**config.mk**
```make
export PLATFORM = sky130hd
export DESIGN_NAME = alu_share_arb
export DESIGN_NICKNAME = d
export VERILOG_FILES = /design/src/rtl/alu_share_arb.sv
export SDC_FILE = /design/constraint.sdc
export NUM_CORES = 1
export LEC_CHECK = 0
export BUFFER_PORTS_ARGS = -buffer_cell sky130_fd_sc_hd__buf_4
export CAP_MARGIN = 15
export CORE_AREA = 2 2 213 215
export CTS_BUF_LIST = sky130_fd_sc_hd__clkbuf_16
export DETAILED_ROUTE_END_ITERATION = 7
export DIE_AREA = 0 0 215 217
export RECOVER_POWER = 25
export SLEW_MARGIN = 10
export SYNTH_ARGS = -nofsm -noshare
export SYNTH_HDL_FRONTEND = slang
export SYNTH_SLANG_ARGS = --single-unit
```
**constraint.sdc**
```tcl
create_clock -name clk -period 3 [get_ports clk]
set_clock_uncertainty 0.2 [all_clocks]
set_input_delay 0.45 -clock clk [delete_from_list [all_inputs] [get_ports clk]]
set_output_delay 0.45 -clock clk [all_outputs]
set_load 0.1 [all_outputs]
```
**src/rtl/alu_share_arb.sv**
```systemverilog
// alu_share_arb: round-robin arbiter sharing one 64-bit ALU between two requesters,
// with opcode screening and a one-entry registered response (valid/ready).
// Latency: a request accepted in cycle N has its response valid in cycle N+1.
// Backpressure: while the response is held and rsp_ready=0, both req ready outputs are 0.
// Ports:
//   clk, rst                                 - clock, synchronous active-high reset
//   reqN_valid/ready/opcode/a/b (N = 0, 1)   - requester operation handshake and operands
//   alu_opcode/alu_a/alu_b, alu_out          - drive to / result from the shared combinational ALU
//   rsp_valid/ready/id/data/err              - registered response handshake and payload
module alu_share_arb #(
    parameter int DATA_W = 64
) (
    input  logic              clk,
    input  logic              rst,

    input  logic              req0_valid,
    output logic              req0_ready,
    input  logic [9:0]        req0_opcode,
    input  logic [DATA_W-1:0] req0_a,
    input  logic [DATA_W-1:0] req0_b,

    input  logic              req1_valid,
    output logic              req1_ready,
    input  logic [9:0]        req1_opcode,
    input  logic [DATA_W-1:0] req1_a,
    input  logic [DATA_W-1:0] req1_b,

    output logic [9:0]        alu_opcode,
    output logic [DATA_W-1:0] alu_a,
    output logic [DATA_W-1:0] alu_b,
    input  logic [DATA_W-1:0] alu_out,

    output logic              rsp_valid,
    input  logic              rsp_ready,
    output logic              rsp_id,
    output logic [DATA_W-1:0] rsp_data,
    output logic              rsp_err
);

    // Opcode the ALU is parked on when nothing is granted.
    localparam logic [9:0] IDLE_OP = 10'h100;

    typedef enum logic {
        ST_EMPTY = 1'b0,
        ST_FULL  = 1'b1
    } rsp_state_t;

    rsp_state_t        r_state;
    rsp_state_t        w_state_nxt;
    logic              r_prio;
    logic              r_rsp_id;
    logic [DATA_W-1:0] r_rsp_data;
    logic              r_rsp_err;

    logic              w_can_accept;
    logic              w_win0;
    logic              w_win1;
    logic              w_grant0;
    logic              w_grant1;
    logic              w_grant;
    logic              w_legal;

    // The ALU holds its previous output on unknown opcodes, so its result is
    // only trusted for this fixed set.
    function automatic logic is_legal(input logic [9:0] op);
        case (op)
            10'h100, 10'h101, 10'h104, 10'h105, 10'h106, 10'h107,
            10'h200, 10'h204, 10'h206, 10'h207, 10'h300: is_legal = 1'b1;
            default:                                     is_legal = 1'b0;
        endcase
    endfunction

    // Nothing is accepted while reset is asserted, even though the state
    // register still shows its pre-reset contents during that cycle.
    assign w_can_accept = !rst && ((r_state == ST_EMPTY) || rsp_ready);

    // A lone request wins outright; on a tie the priority pointer decides.
    assign w_win0   = req0_valid && (!req1_valid || (r_prio == 1'b0));
    assign w_win1   = req1_valid && (!req0_valid || (r_prio == 1'b1));
    assign w_grant0 = w_can_accept && w_win0;
    assign w_grant1 = w_can_accept && w_win1;
    assign w_grant  = w_grant0 || w_grant1;

    assign req0_ready = w_grant0;
    assign req1_ready = w_grant1;

    always_comb begin
        alu_opcode = IDLE_OP;
        alu_a      = '0;
        alu_b      = '0;
        if (w_grant1) begin
            alu_opcode = req1_opcode;
            alu_a      = req1_a;
            alu_b      = req1_b;
        end else if (w_grant0) begin
            alu_opcode = req0_opcode;
            alu_a      = req0_a;
            alu_b      = req0_b;
        end
    end

    assign w_legal = is_legal(alu_opcode);

    // Response register occupancy: a grant always fills it (overwriting a
    // result drained in the same cycle); a drain without a grant empties it.
    always_comb begin
        w_state_nxt = r_state;
        case (r_state)
            ST_EMPTY: begin
                if (w_grant) begin
                    w_state_nxt = ST_FULL;
                end
            end
            ST_FULL: begin
                if (rsp_ready && !w_grant) begin
                    w_state_nxt = ST_EMPTY;
                end
            end
            default: w_state_nxt = ST_EMPTY;
        endcase
    end

    always_ff @(posedge clk) begin
        if (rst) begin
            r_state    <= ST_EMPTY;
            r_prio     <= 1'b0;
            r_rsp_id   <= 1'b0;
            r_rsp_data <= '0;
            r_rsp_err  <= 1'b0;
        end else begin
            r_state <= w_state_nxt;
            if (w_grant) begin
                r_rsp_id   <= w_grant1;
                r_rsp_data <= w_legal ? alu_out : '0;
                r_rsp_err  <= !w_legal;
                // Loser of this round gets priority on the next tie.
                r_prio     <= !w_grant1;
            end
        end
    end

    assign rsp_valid = (r_state == ST_FULL);
    assign rsp_id    = r_rsp_id;
    assign rsp_data  = r_rsp_data;
    assign rsp_err   = r_rsp_err;

endmodule

```
# Yosys cells after proc, flatten, opt, wreduce, memory -nomap -nowiden

Index checks and enable logic that the tools add are counted.

Eq/ne operators: 11
Bitwise logic cells: 2
Multiplexer cells: 11
Reduce and logical (&&, ||, !) cells: 17

Operators with widths:

| cell                 | number |
|---|---|
| $mux 64              | 5 |
| $eq 10x9->1 const B  | 6 |
| $eq 10x10->1 const B | 5 |
| $mux 10              | 2 |
| $reduce_or 11->1     | 1 |
| $logic_and 1x1->1    | 6 |
| $logic_not 1->1      | 6 |
| $logic_or 1x1->1     | 4 |
| $mux 1               | 3 |
| $not 1->1            | 2 |
| $pmux 1 s2           | 1 |

Output and inout bits: 207
Input bits: 345
Flip-flop bits (word level): 68

# Logic depth before layout (Yosys ltp)

Word-level depth: 10
Mapped depth: 10
Gate-level depth less buffers: 6

# Least setup slack after synthesis

Ideal clock, no wire load.

Kind: register -> output
From: register r_state (netlist: rsp_valid)
To: output alu_opcode[0]
Slack: -1.413 ns
Arrival: 3.763 ns
Cell stages (with the launch flop): 8
Path through: dfxtp_1 nor2b_4 or3_1 inv_2 buf_2 buf_1 nand2_1 o21ai_0

Longest elaborated chain between the ends: 6
Elaborated cells between the ends (all ways): 7
Those cells by class: 2 x mux; 1 x bitwise; 4 x reduce/logical

RTL lines:

| what                     | RTL line | RTL |
|---|---|---|
| start: declaration       | 48       | `rsp_state_t r_state;` |
| start signal: assignment | 131      | `r_state <= w_state_nxt;` |
| $not 1->1                | -        |  |
| $logic_or 1x1->1         | 75       | `assign w_can_accept = !rst && ((r_state == ST_EMPTY) \|\| rsp_ready);` |
| $logic_and 1x1->1        | 75       |  |
| $logic_and 1x1->1        | 80       | `assign w_grant0 = w_can_accept && w_win0;` |
| via req0_ready           | 17       | `output logic req0_ready,` |
| $mux 10                  | 95       | `end else if (w_grant0) begin` |
| $mux 10                  | 91       | `if (w_grant1) begin` |
| end: declaration         | 28       | `output logic [9:0] alu_opcode,` |

The timed path passes the listed nets, and every way through them passes these cells.

# Worst setup path in the final report

From: register r_state (netlist: rsp_valid)
To: output alu_a[10]

Longest elaborated chain between the ends: 6
Elaborated cells between the ends (all ways): 7
Those cells by class: 2 x mux; 1 x bitwise; 4 x reduce/logical

RTL lines:

| what                | RTL line | RTL |
|---|---|---|
| $not 1->1 *         | -        |  |
| $logic_or 1x1->1 *  | 75       |  |
| $logic_and 1x1->1 * | 75       |  |
| $logic_and 1x1->1   | 80       |  |
| $mux 64             | 95       |  |
| $mux 64 *           | 91       |  |
| end: declaration    | 29       | `output logic [DATA_W-1:0] alu_a,` |

Every way passes the cells marked *; elsewhere a longest branch is shown, timed or not.

==> summary.txt <==
=================================================================================
Result of the run                                                    finished, final reports clean
Clock Pin Slew Worst Setup and Hold Paths                                   60 ps
Netlist Area Pre-Place                                               0.00457 mm^2
Placeable Area                                                        0.0447 mm^2
Global Route Usage Sum                                                      0.137
DRC marker count from the first detailed-route iteration                      314
WL per Instance                                                           21.6 um
Sequential cell area                                                 0.00136 mm^2
Fraction of power spent switching nets                                      0.473
Initial cell density of the core                                            0.102
Net count of the mapped netlist                                               775
Critical path, cell by cell                                          nor2b_4, or4b_1, inv_4, buf_12, buf_12, a22o_2, buf_6
DP Wirelength                                                            29200 um
Class of the tightest hold or removal check                                in2reg
Cell type with the highest occurrence count on the critical path     sky130_fd_sc_hd__buf_12
Die outline area                                                      0.0467 mm^2
Clock latency of the later-clocked register in the worst-skew pair         350 ps
Number of detailed-route iterations in the first pass                           4
Depth of the CTS H-tree                                                         3
Peak clock frequency supported by timing                                  342 MHz
Setup-violating endpoint count in the final report                              0
Antenna violations before repair                                               13
Largest driver fanout on the critical path                                     25
Number of warnings issued by yosys                                              0
Post-route clock period utilization                                         0.973
VDD IR max                                                               0.300 mV
Number of routed nets with antenna violations                                   0
Clock share of power                                                        0.248
Slew at the pin closest to its max-slew limit                             1270 ps
Net count reported at finish                                                 1321
WP data required                                                          2350 ps
Internal power                                                            2630 uW
Fraction of final layout cells with drive strength greater than 1           0.770
Multi-input combinational cell area                                  0.00310 mm^2
DR DRC count                                                                    0
Total Wirelength                                                         34200 um
Number of instances in the placed design                                     1565
Overall overflow remaining after global route                                   0
Filler Cells Inserted                                                        4956
Max cap viols                                                                   0
Total number of vias                                                         6099
Share of power burned in combinational logic                                0.557
CTS root buffer                                                      sky130_fd_sc_hd__clkbuf_16
Power density normalized to cell area                                 478 mW/mm^2
Type of destination of the critical path                             primary output
Master of the slowest instance on the critical path                  sky130_fd_sc_hd__or4b_1
Average cell area after synthesis                                       10.6 um^2
Clock tree from TritonCTS                                                   built
Total count of hold-check failures in the final report                          0
Share of the yosys chip area belonging to registers                         0.298
Count of pins on the block boundary                                           552
Data arrival time of the critical path                                    2270 ps
Global-route wire length before repair                                   45600 um
Max Transition Viols Final                                                      0
Layout overhead on the synthesized area                                      128%
Relative slew slack                                                         0.154
# clock sinks                                                                  68
Placement row count                                                            78
Post-synthesis cell type count                                                 33
Net load switching power                                                  2360 uW
Final Wtd Congestion                                                        0.865
Worst reg2reg startpoint                                                rsp_valid
Leakage power figure                                                   0.00465 uW
Largest net degree at the start of global routing                              67
Die Y-Extent                                                               217 um
Global-route met3 utilization                                              0.0383
Hold buffer count at CTS                                                        0
Worst setup path start                                                  rsp_valid
Aggregate negative setup slack                                               0 ps
Via count of the first global-routing pass                                   6106
Relative contribution of sequential cells to total power                    0.195
Critical setup path kind                                                  reg2out
Detailed-route vias per instance                                             3.85
Most utilized layer in the global route result                               met2
#FFs+latches synth                                                             68
Die extent in x                                                            215 um
Origin of the worst min-delay path                                    alu_out[40]
Clock tree buffer depth                                                         2
Instance count of the mapped netlist                                          430
Worst setup SP type                                                      register
Crit-path max cell delay                                                   580 ps
Register-to-Register Setup Slack                                           400 ps
Number of buffers created by CTS                                                9
Post-route insts no fill                                                     1584
GRT met2 Usage                                                              0.264
I/O Buffers                                                                   551
Crit path time final                                                      2920 ps
Grt met1 use                                                                0.149
=================================================================================
## per-layer routing
metal  wire length (um)  up-vias
li1                   -     2835
met3               2430       47
met2              18500      323
met4                710        0
met5                  0        -
met1              12600     2894
## sequential cells by signal (all words and copies together), names as in the netlist
register and flops:
rsp_valid 1, rsp_data 64, rsp_err 1, r_prio 1, rsp_id 1
## cells in the mapped netlist (all sizes together)
| master | number | area (um^2) |
|---|---|---|
| nor2b | 4 | 32.5 |
| a22o | 134 | 1180 |
| dfxtp | 68 | 1360 |
| or4 | 2 | 15.0 |
| mux2i | 64 | 641 |
| clkinv | 1 | 5.00 |
| nor4b | 1 | 8.76 |
| a32oi | 1 | 8.76 |
| o21ai | 2 | 10.0 |
| nand2 | 3 | 11.3 |
| clkbuf | 30 | 113 |
| o221ai | 2 | 30.0 |
| a22oi | 1 | 7.51 |
| a21boi | 1 | 11.3 |
| or3 | 1 | 6.26 |
| a21bo | 1 | 10.0 |
| nor2 | 4 | 15.0 |
| or4b | 1 | 10.0 |
| nor3 | 2 | 10.0 |
| a31o | 2 | 17.5 |
| or2 | 2 | 12.5 |
| buf | 30 | 223 |
| o22a | 2 | 17.5 |
| o31a | 1 | 8.76 |
| nor4 | 65 | 782 |
| inv | 5 | 18.8 |
## what timing repair did
action / in CTS / in global routing
buffers inserted: 0 / 0
gates resized for setup: 17 / 76
endpoints found under the setup margin: 17 / 76
cloned: 0 / 0
## cells by family after synthesis
group | count (synthesis) | share of synthesized area
compound gates | 147 | 0.285
simple gates | 85 | 0.198
flops | 68 | 0.298
buf+inv | 66 | 0.0786
mux | 64 | 0.140
## path summary, 6_finish.rpt
path | end | cells after the start
max | alu_a[10] | 7
min | rsp_data[40] | 3
max reg2reg | rsp_data[26] | 9
min reg2reg | rsp_id | 1
## worst max-delay path, delay by kind of cell, from the launching register on
kind                   cells  cell delay (ps)
AO/OA/AOI/OAI              1              170
buffers and inverters      4              700
flip-flops                 1              310
AND/OR/NAND/NOR            2              700
## power groups by stage
stage	Combinational, uW	Clock, uW	Sequential [uW]
3_3_place_gp	2740	0	995
2_1_floorplan	1530	0	1310
5_1_grt	2870	1330	980
3_5_place_dp	2750	0	996
4_1_cts	2770	1310	976
6_report	2780	1240	975
## cell usage in the layout, fill, tap and decap left out, types with 2 or more instances in the layout
cell	netlist	final
sky130_fd_sc_hd__buf_4	1	421
sky130_fd_sc_hd__nor4_1	5	5
sky130_fd_sc_hd__clkbuf_1	30	63
sky130_fd_sc_hd__dfxtp_1	68	67
sky130_fd_sc_hd__a22o_4	1	9
sky130_fd_sc_hd__nor2_1	4	4
sky130_fd_sc_hd__or4_1	2	2
sky130_fd_sc_hd__a22o_2	0	125
sky130_fd_sc_hd__buf_6	12	87
sky130_fd_sc_hd__clkbuf_16	0	9
sky130_fd_sc_hd__nand2_1	3	3
sky130_fd_sc_hd__inv_1	4	5
sky130_fd_sc_hd__nor4_2	60	60
sky130_fd_sc_hd__buf_12	0	21
sky130_fd_sc_hd__inv_4	0	2
sky130_fd_sc_hd__or2_2	2	2
sky130_fd_sc_hd__bufinv_16	0	3
sky130_fd_sc_hd__mux2i_1	64	64
sky130_fd_sc_hd__a31o_2	2	2
sky130_fd_sc_hd__buf_8	0	3
sky130_fd_sc_hd__diode_2	0	3
sky130_fd_sc_hd__nor2b_1	3	3
sky130_fd_sc_hd__clkinv_4	0	2
## final cells by class
| cell class | count | share of cell area |
|---|---|---|
| diodes | 3 | 0.000719 |
| clock buffers | 9 | 0.0216 |
| clock inverters | 7 | 0.0112 |
| inverters | 6 | 0.00264 |
| multi-input cells | 296 | 0.297 |
| flip-flops and latches | 68 | 0.131 |
| well taps | 600 | 0.0719 |
| repair buffers | 595 | 0.464 |
## metrics by stage
step	hold WS, ps	power [uW]	utilization	setup slack, ps	cell area (um^2)
global placement	295	3730	0.223	110	9970
CTS	175	5050	0.232	0.145	10400
finish	213	4990	0.233	79.9	10400
floorplan	285	2840	-	-27.3	4810
global route	215	5180	0.233	-0.0198	10400
detailed placement	296	3740	0.223	121	9970
(Power assumes the default switching activity.)
